[src/rtl/mem_ctrl_pkg.sv]
// rtl/mem_ctrl_pkg.sv - shared types, default widths and parity helper for the memory request path
package mem_ctrl_pkg;

  typedef enum logic [1:0] {
    IDLE = 2'd0,
    WR   = 2'd1,
    RD   = 2'd2,
    RESP = 2'd3
  } state_t;

  localparam int MEM_ADDR_W = 16;
  localparam int MEM_DATA_W = 8;

  // Zero-extension leaves the XOR unchanged, so one wide argument serves every word width up to 64.
  function automatic logic parity_err(input logic [63:0] word);
    return ^word;
  endfunction

endpackage

[src/rtl/mem_parity_chk.sv]
// rtl/mem_parity_chk.sv - even-parity check of a memory word (data plus parity bit in the MSB)
module mem_parity_chk
  import mem_ctrl_pkg::*;
#(
  parameter int DATA_W = MEM_DATA_W
) (
  input  logic [DATA_W:0] word_i,
  output logic            perr_o
);

  assign perr_o = parity_err(64'(word_i));

endmodule

[src/rtl/mem_req_ctrl.sv]
// rtl/mem_req_ctrl.sv - single-outstanding request sequencer in front of my_mem with parity-checked reads
// Optional saturating parity error counter enabled by MEM_CTRL_ERRCNT_EN.
module mem_req_ctrl
  import mem_ctrl_pkg::*;
#(
  parameter int ADDR_W   = MEM_ADDR_W,
  parameter int DATA_W   = MEM_DATA_W,
  parameter int RD_LAT   = 1,
  parameter int ERRCNT_W = 16
) (
  input  logic                clk,
  input  logic                rst_n,
  input  logic                req_valid,
  output logic                req_ready,
  input  logic                req_write,
  input  logic [ADDR_W-1:0]   req_addr,
  input  logic [DATA_W-1:0]   req_wdata,
  output logic                rsp_valid,
  input  logic                rsp_ready,
  output logic [DATA_W-1:0]   rsp_data,
  output logic                rsp_perr,
  output logic                mem_write,
  output logic                mem_read,
  output logic [ADDR_W-1:0]   mem_address,
  output logic [DATA_W-1:0]   mem_data_in,
  input  logic [DATA_W:0]     mem_data_out,
  output logic [ERRCNT_W-1:0] err_count
);

  localparam int LAT_W = 3;
  localparam logic [LAT_W-1:0] LAT_LAST = LAT_W'(RD_LAT - 1);

  state_t              state_q, state_d;
  logic [LAT_W-1:0]    lat_cnt_q, lat_cnt_d;
  logic                mem_write_q, mem_write_d;
  logic                mem_read_q, mem_read_d;
  logic [ADDR_W-1:0]   mem_address_q, mem_address_d;
  logic [DATA_W-1:0]   mem_data_in_q, mem_data_in_d;
  logic [DATA_W-1:0]   rsp_data_q, rsp_data_d;
  logic                rsp_perr_q, rsp_perr_d;
  logic                perr;

  mem_parity_chk #(.DATA_W(DATA_W)) u_parity_chk (
    .word_i (mem_data_out),
    .perr_o (perr)
  );

  always_comb begin
    state_d       = state_q;
    lat_cnt_d     = lat_cnt_q;
    mem_write_d   = 1'b0;
    mem_read_d    = 1'b0;
    mem_address_d = mem_address_q;
    mem_data_in_d = mem_data_in_q;
    rsp_data_d    = rsp_data_q;
    rsp_perr_d    = rsp_perr_q;
    case (state_q)
      IDLE: begin
        if (req_valid) begin
          mem_address_d = req_addr;
          mem_data_in_d = req_wdata;
          if (req_write) begin
            state_d     = WR;
            mem_write_d = 1'b1;
          end else begin
            state_d    = RD;
            mem_read_d = 1'b1;
            lat_cnt_d  = '0;
          end
        end
      end
      WR: state_d = IDLE;
      RD: begin
        // Data is valid on the edge closing the last read cycle; capture it and drop mem_read together.
        if (lat_cnt_q == LAT_LAST) begin
          rsp_data_d = mem_data_out[DATA_W-1:0];
          rsp_perr_d = perr;
          state_d    = RESP;
        end else begin
          lat_cnt_d  = lat_cnt_q + 1'b1;
          mem_read_d = 1'b1;
        end
      end
      RESP: begin
        if (rsp_ready) state_d = IDLE;
      end
      default: state_d = IDLE;
    endcase
  end

  always_ff @(posedge clk or negedge rst_n) begin
    if (!rst_n) begin
      state_q       <= IDLE;
      lat_cnt_q     <= '0;
      mem_write_q   <= 1'b0;
      mem_read_q    <= 1'b0;
      mem_address_q <= '0;
      mem_data_in_q <= '0;
      rsp_data_q    <= '0;
      rsp_perr_q    <= 1'b0;
    end else begin
      state_q       <= state_d;
      lat_cnt_q     <= lat_cnt_d;
      mem_write_q   <= mem_write_d;
      mem_read_q    <= mem_read_d;
      mem_address_q <= mem_address_d;
      mem_data_in_q <= mem_data_in_d;
      rsp_data_q    <= rsp_data_d;
      rsp_perr_q    <= rsp_perr_d;
    end
  end

  // Gated by rst_n so the request side reads busy for the whole time reset is held.
  assign req_ready   = rst_n && (state_q == IDLE);
  assign rsp_valid   = (state_q == RESP);
  assign rsp_data    = rsp_data_q;
  assign rsp_perr    = rsp_perr_q;
  assign mem_write   = mem_write_q;
  assign mem_read    = mem_read_q;
  assign mem_address = mem_address_q;
  assign mem_data_in = mem_data_in_q;

`ifdef MEM_CTRL_ERRCNT_EN
  logic [ERRCNT_W-1:0] err_cnt_q, err_cnt_d;

  always_comb begin
    err_cnt_d = err_cnt_q;
    if (state_q == RD && state_d == RESP && perr && err_cnt_q != '1) begin
      err_cnt_d = err_cnt_q + 1'b1;
    end
  end

  always_ff @(posedge clk or negedge rst_n) begin
    if (!rst_n) err_cnt_q <= '0;
    else        err_cnt_q <= err_cnt_d;
  end

  assign err_count = err_cnt_q;
`else
  assign err_count = '0;
`endif

endmodule

[config.mk]
export PLATFORM = sky130hd
export DESIGN_NAME = mem_req_ctrl
export DESIGN_NICKNAME = d
export VERILOG_FILES = /design/src/rtl/mem_ctrl_pkg.sv /design/src/rtl/mem_parity_chk.sv /design/src/rtl/mem_req_ctrl.sv
export SDC_FILE = /design/constraint.sdc
export NUM_CORES = 1
export LEC_CHECK = 0
export ABC_AREA = 1
export CAP_MARGIN = 5
export CORE_ASPECT_RATIO = 2
export CORE_UTILIZATION = 45
export CTS_BUF_LIST = sky130_fd_sc_hd__clkbuf_4 sky130_fd_sc_hd__clkbuf_8
export CTS_CLUSTER_SIZE = 16
export DETAILED_ROUTE_END_ITERATION = 12
export PLACE_DENSITY = 0.87
export RECOVER_POWER = 25
export SLEW_MARGIN = 5
export SYNTH_ARGS = -nofsm -noshare
export SYNTH_HDL_FRONTEND = slang
export SYNTH_SLANG_ARGS = --single-unit
[constraint.sdc]
create_clock -name clk -period 1.8 [get_ports clk]
set_input_delay 0.18 -clock clk [delete_from_list [all_inputs] [get_ports clk]]
set_output_delay 0.18 -clock clk [all_outputs]
set_load 0.05 [all_outputs]
# Yosys cells after proc, flatten, opt, wreduce, memory -nomap -nowiden
# Index checks and enable logic that the tools add are counted.
totals:
  word_cells: 42
  out_inout_bits: 53
  regBits: 40
  input_bits: 38
classes:
  n_reduce_logical: 9
  n_mux: 16
  addsub: 1
  eq_ne: 8
op_table:
  columns: ["cell", "n"]
  rows:
  - ["64-bit XOR reduction", 1]
  - ["3-bit 2-to-1 mux", 3]
  - ["2-bit 2-to-1 mux", 4]
  - ["2-bit != test, second input constant", 4]
  - ["2-bit one-hot mux with 4 select lines", 1]
  - ["1-bit 2-to-1 mux", 6]
  - ["3-bit one-hot mux with 2 select lines", 1]
  - ["2-bit == test, second input constant", 2]
  - ["2-bit AND reduction", 2]
  - ["4-bit AND reduction", 1]
  - ["3-bit by 1-bit adder with 3-bit output, second input constant", 1]
  - ["3-bit zero test", 1]
  - ["3-bit AND reduction", 1]
  - ["2-bit by 1-bit == test with 1-bit output, second input constant", 1]
  - ["2-bit zero test", 1]
  - ["2-bit by 1-bit != test with 1-bit output, second input constant", 1]
  - ["1-bit one-hot mux with 2 select lines", 1]
  - ["2-bit nonzero test", 1]
  - ["1-bit logical AND", 1]

# Depth between registers and ports, before layout
# Gate-level depths: netlist of run 1.
logic_depth:
  word_depth: 3
  depth_mapped: 10
  ltp_nobuf: 10

# By module
# From an unflattened synthesis of run 1, not the netlist that was laid out.
hier_totals:
  hier_cells: 251
  hier_area_um2: 2006.9
modules_own_cells:
  columns: ["mod", "n_inst", "seq_area_each_um2", "area_per_inst_um2", "cells_each"]
  rows:
  - ["mem_req_ctrl", 1, 1001.0, 1843.0, 213]
  - ["mem_parity_chk", 1, 0.0, 163.9, 38]

# Least setup slack after synthesis of run 1
# OpenSTA, ideal clock, no wires.
synth_timing:
  path_kind: "reg-to-output"
  start: "reg state_q[0]"
  end: "out req_ready"
  n_path_buf: 0
  stages_incl_launch_ff: 4
  arrival_ns: 1.187
  required_time_ns: 1.620
  path_slack_ns: 0.433
  path_cell_list: "dfrtp_1 inv_2 nand2_4 nor2_1"
synth_between:
  elab_chain_len: 2
synth_rtl:
  columns: ["element", "line", "source"]
  rows:
  - ["start: declaration", "mem_req_ctrl.sv:33", "state_t state_q, state_d;"]
  - ["start signal: assignment", "mem_req_ctrl.sv:102", "state_q <= state_d;"]
  - ["2-bit zero test", "mem_req_ctrl.sv:114", "assign req_ready = rst_n && (state_q == IDLE);"]
  - ["1-bit logical AND", "mem_req_ctrl.sv:114", null]
  - ["end: declaration", "mem_req_ctrl.sv:14", "output logic req_ready,"]
# No other way between the ends.

# Worst setup path in the final report of run 1
layout_timing:
  start: "reg mem_address_q[5] (netlist: mem_address[5])"
  end: "out mem_address[5]"
layout_lines:
  columns: ["element", "line", "source"]
  rows:
  - ["start: declaration", "mem_req_ctrl.sv:37", "logic [ADDR_W-1:0] mem_address_q, mem_address_d;"]
  - ["start signal: assignment", "mem_req_ctrl.sv:106", "mem_address_q <= mem_address_d;"]
  - ["end: declaration", "mem_req_ctrl.sv:24", "output logic [ADDR_W-1:0] mem_address,"]
# No word-level cell between the ends.

==> results.txt, run 1 <==
Outcome = complete, no violations
Core ar. = 4090 um^2
Unique masters post-synth = 20
CP startpoint kind = flip-flop
Initial Utilization = 47.0%
Vias in the first global route = 1614
Seq/Total Area, Yosys = 52.2%
Slew headroom = 35.4%
Ant diodes = 0
Total CTS buffers = 5
Avg WL per Cell = 11.1 um
Crit-path leading delay family = buffers and inverters
# hold bufs at CTS = 1
Critical path data required time = 1.62 ns
FFs w/ async S/R, synth = 100%
Htree depth = 2
Clock Tree Root = clkbuf_8
CTS resizes = 0
IO Count = 91
Post-CTS setup buffer count = 0
WL final = 4040 um
P per Cell Area = 2000 nW/um^2
Critical path capture point type = output pin
Synthesized area = 1920 um^2
Largest net degree at the start of global routing = 41
Final period util = 91.8%
RSZ-0062 raised after global routing = false
Multi-input logic area = 721 um^2
Setup_tns = 0 ns
Routed vias = 1638
IO buf count = 74
Worst Path Max Fanout = 2
Clock transition at the registers of the reported paths = 0.07 ns
NumNets Final = 351
Placed insts = 355
DPL Wire Length = 3140 um
Final GP Congestion = 0.703
First DRT Iteration DRCs = 25
Fillers = 332
Critical path class = flip-flop to output pin
Final slew viol count = 0
Clock sinks = 40
Via-to-Cell Ratio = 4.51
Max Cap Violations = 0
Crit path buffers/inverters = 1
Reg power frac = 28.1%
Met1 usage = 16.3%
Final Hold Fails = 0
GRT Total Usage = 19.6%
DRT Pass-1 Iters = 4
Cells along the critical path = clkdlybuf4s50_1
Die Y = 94.4 um
Initial antenna violation count = 0
Drc violations = 0
Tmin final = 1.65 ns
Layout area overhead = 44.1%
Worst slew pin tran = 0.969 ns
Synthesis Warnings = 0
Die Footprint = 4550 um^2
FF+latch count, synth = 40
Number of synthesized flops with an enable pin = 0
Area leader, netlist = dfrtp_1
Static Leak = 0.00145 uW
Hold WC Path Type = input port to flip-flop
R2r setup slk = 0.37 ns
Comb pwr share = 56.7%
Most common cell in the netlist = nand2_1
GRT met3 Usage = 4.40%
Worst VDD drop = 1.22 mV
Chip width = 48.2 um
Internal power = 2860 uW
Cell Rows = 33
Most frequent cells after synthesis = 114 x nand2_1, 40 x dfrtp_1, 19 x inv_1, 18 x buf_4, 10 x nor2_1
Antenna-violating nets left = 0
TritonCTS clock tree = yes
First-pass GRT wire length = 6370 um
Syn_area_per_cell = 8.24 um^2
Main flop type after synthesis = dfrtp_1
Clk pwr share = 15.2%
Max Root-Sink Buffers = 2
Clock Skews = 0.00460 ns
Gr ovfl total = 0
Top-area cell type share of the netlist area = 52.2%
Mapped Cells = 233
Fmax = 605 MHz
Final setup vio count = 0
GR peak layer = met2
Latest clock arrival within the worst-skew pair = 0.29 ns
GR Util met2 = 37.7%
Sw Ratio = 48.4%
Arrival time worst endpoint = 1.47 ns
Layout cells sized above 1 = 8.68%
Largest cells by area after synthesis = dfrtp_1 52%, nand2_1 22%, buf_4 7.0%
Seq. cell area = 1000 um^2
Non-filler cells in the finished layout = 363
Worst path max stage delay = 0.82 ns
Slowest CP cell = clkdlybuf4s50_1
P_sw = 2680 uW
## worst paths after layout
check / to / cells past startpoint / start
hold / removal: mem_address[2] / 3 / req_addr[2]
hold reg to reg: mem_address[15] / 2 / mem_address[15]
setup / recovery: mem_address[5] / 1 / mem_address[5]
max in group asynchronous: mem_address[10] / 3 / rst_n
min in group asynchronous: mem_read / 3 / rst_n
setup reg to reg: rsp_perr / 8 / lat_cnt_q[0]
## cells by family after synthesis
group                      share of synthesized area [%]
DFF                                                 52.2
adders and majority gates                           1.30
and+or+nand+nor                                     27.9
buffers and inverters                               13.2
xor gates and xnor gates                           0.456
other                                              0.195
AOI/OAI and AO/OA                                   4.76
## flip-flops by register name, summed over array words and instances (netlist names)
register and count:
lat_cnt_q 3, mem_address 16, mem_data_in 8, mem_read 1, mem_write 1, rsp_data 8, rsp_perr 1, state_q 2
## power groups by stage
stage                     clock network, uW  logic [uW]  registers (uW)
after floorplan                           0         949            2800
after global placement                    0        3110            1560
after detailed placement                  0        3170            1570
after CTS                               857        3180            1560
after global routing                    896        3380            1610
final                                   840        3140            1560
## worst min-delay path: cells and delay by family
| kind | cells | cell delay (ns) |
|---|---|---|
| buf+inv | 1 | 0.39 |
| simple gates | 2 | 0.11 |
## cell usage in the layout (no fill, tap or decap), drive strengths merged
| master | synthesis | routed |
|---|---|---|
| o21ai | 12 | 12 |
| dlygate4sd3 | 0 | 1 |
| buf | 21 | 4 |
| clkbuf | 0 | 6 |
| clkdlybuf4s50 | 0 | 71 |
| a21oi | 1 | 1 |
| nand2 | 116 | 116 |
| xor2 | 1 | 1 |
| inv | 22 | 22 |
| nor2 | 13 | 13 |
| dfrtp | 40 | 40 |
| conb | 1 | 16 |
| nand3 | 4 | 4 |
| ha | 2 | 2 |
| bufinv | 0 | 2 |
## metrics by stage
step	hold WS, ns	power (uW)	setup WS [ns]	utilization (%)	area, um^2
2_1_floorplan	-0.116	3740	0.433	-	1980
3_3_place_gp	0.279	4660	0.411	64.3	2630
3_5_place_dp	0.281	4740	0.374	64.3	2630
4_1_cts	0.419	5600	0.145	67.7	2770
5_1_grt	0.419	5880	0.0934	67.7	2770
6_report	0.425	5540	0.148	67.7	2770
## final cells by class
class                      instances  share of cell area [%]
sequential                        40                    36.2
timing repair buffer              77                    27.7
multi-input combinational        165                    26.1
inverter                          22                    3.08
clock buffer                       5                    2.49
tap                               52                    2.35
clock inverter                     2                    2.17
## routing by layer
metal	part of all wire [%]	wire length, um	vias up
met4	2.8	114	0
met2	58	2340	59
met5	0	0	-
met3	4.6	187	8
li1	-	-	816
met1	34	1390	755
(Power assumes the default switching activity.)
==> run 2: changes to the inputs <==
CORE_MARGIN = 4   (was not set)
==> run 2 against run 1 <==
Compared with the run above: count of clock-buffer cells in the layout is 1 higher; sequential power hardly changed; via count is 2.3% lower; first-iteration DRC count is 24% lower; maximum frequency is 1.0% higher; die area is 20% higher; register-to-register slack hardly changed; cell area is 1.8% lower; critical path type unchanged.
==> results.txt, run 2 (same netlist as run 1, synthesis figures left out) <==
Outcome = complete, no violations
Layout area overhead = 41.6%
Gr ovfl total = 0
Cell Rows = 33
Crit-path leading delay family = buffers and inverters
Non-filler cells in the finished layout = 363
Via-to-Cell Ratio = 4.41
Chip width = 54.2 um
Final period util = 90.8%
Post-route cell area = 2720 um^2
Initial antenna violation count = 0
IO buf count = 74
Critical path data required time = 1.62 ns
Layout cells sized above 1 = 8.36%
Largest net degree at the start of global routing = 41
Post-CTS setup buffer count = 0
CP startpoint kind = flip-flop
RSZ-0062 raised after global routing = false
Cells along the critical path = clkdlybuf4s50_1
Initial Utilization = 46.5%
Die Footprint = 5440 um^2
Commonest cells after routing, fill and taps aside = 114 x nand2_1, 71 x clkdlybuf4s50_1, 40 x dfrtp_1
DRT Pass-1 Iters = 4
CP Depth = 1
Final Power = 5250 uW
Tmin final = 1.64 ns
Most common cell after layout, fill and taps aside = nand2_1
Critical path capture point type = output pin
Sw Ratio = 50.6%
Comb pwr share = 59.9%
Static Leak = 0.00143 uW
Antenna-violating nets left = 0
Critical path class = flip-flop to output pin
Drc violations = 0
Ant diodes = 0
Slew headroom = 35.2%
Reg power frac = 29.6%
Max Root-Sink Buffers = 2
GR Util met2 = 30.2%
GRT Total Usage = 16.4%
Cell area after placement = 2630 um^2
Met1 usage = 16.8%
Clock Skews = 0.00263 ns
GRT met3 Usage = 4.16%
Worst hold margin = 0.437 ns
First-pass GRT wire length = 6660 um
Reg2reg path depth = 8
Max Cap Violations = 0
Vias in the first global route = 1583
Final setup vio count = 0
Latest clock arrival within the worst-skew pair = 0.28 ns
Clk pwr share = 10.5%
Hold WC Path Type = input port to flip-flop
Clock sinks = 40
Fmax = 612 MHz
Total CTS buffers = 5
Max reg flops = 16
Htree depth = 2
Core ar. = 4130 um^2
Worst VDD drop = 1.37 mV
# hold bufs at CTS = 1
Arrival time worst endpoint = 1.46 ns
Routed vias = 1600
Clock Tree Root = clkbuf_8
WL final = 4130 um
First DRT Iteration DRCs = 19
P_sw = 2660 uW
Worst slew pin tran = 0.972 ns
Placed insts = 355
GR peak layer = met2
Worst path max stage delay = 0.81 ns
Crit path buffers/inverters = 1
CTS resizes = 0
Clock transition at the registers of the reported paths = 0.07 ns
DPL Wire Length = 3250 um
Worst Path Max Fanout = 2
Setup_tns = 0 ns
Worst Hold Depth = 3
IO Count = 91
P per Cell Area = 1930 nW/um^2
Die Y = 100 um
Slowest CP cell = clkdlybuf4s50_1
Final slew viol count = 0
Avg WL per Cell = 11.4 um
Internal power = 2600 uW
NumNets Final = 351
Final Hold Fails = 0
TritonCTS clock tree = yes
Final GP Congestion = 0.780
-- run 2: cell types whose count changed in the layout (fill, tap and decap cells not counted), sizes merged --
cell and change:
clkinv +1, clkbuf +2, buf -1, bufinv -2
-- run 2: cell type report --
type                            instances  area (um^2)
Sequential cell                        40         1000
Inverter                               22         85.1
Multi-Input combinational cell        165          721
Clock buffer                            6         76.3
Tap cell                               52         65.1
Fill cell                             358         1410
Timing Repair Buffer                   77          764
Clock inverter                          1         5.00
-- run 2: path summary, 6_finish.rpt --
path                                startpoint             end  slack (ns)
worst max-delay path            mem_address[6]  mem_address[6]        0.16
worst min-delay path              req_wdata[1]  mem_data_in[1]        0.44
worst max register to register    lat_cnt_q[0]        rsp_perr        0.38
worst min register to register  mem_address[8]  mem_address[8]        0.47
max in group asynchronous                rst_n  mem_address[3]        0.50
min in group asynchronous                rst_n  mem_data_in[0]        0.70
-- run 2: power groups by stage --
stage	logic (uW)	clock network [uW]	registers (uW)
after detailed placement	3180	0	1570
after CTS	3190	571	1560
after floorplan	949	0	2800
final	3150	550	1550
after global placement	3120	0	1550
after global routing	3400	608	1600
-- run 2: per-stage QoR --
| step | util (%) | worst slack, ns |
|---|---|---|
| 6_report | 65.8 | 0.165 |
| 3_5_place_dp | 63.7 | 0.385 |
| 5_1_grt | 65.8 | 0.108 |
| 4_1_cts | 65.9 | 0.142 |
| 3_3_place_gp | 63.7 | 0.425 |
| 2_1_floorplan | - | 0.433 |
-- run 2: per-layer routing --
layer  up-vias  wire (um)
met5         -          0
met4         0         57
met3         4        311
met2        65       2300
met1       716       1460
li1        815          -
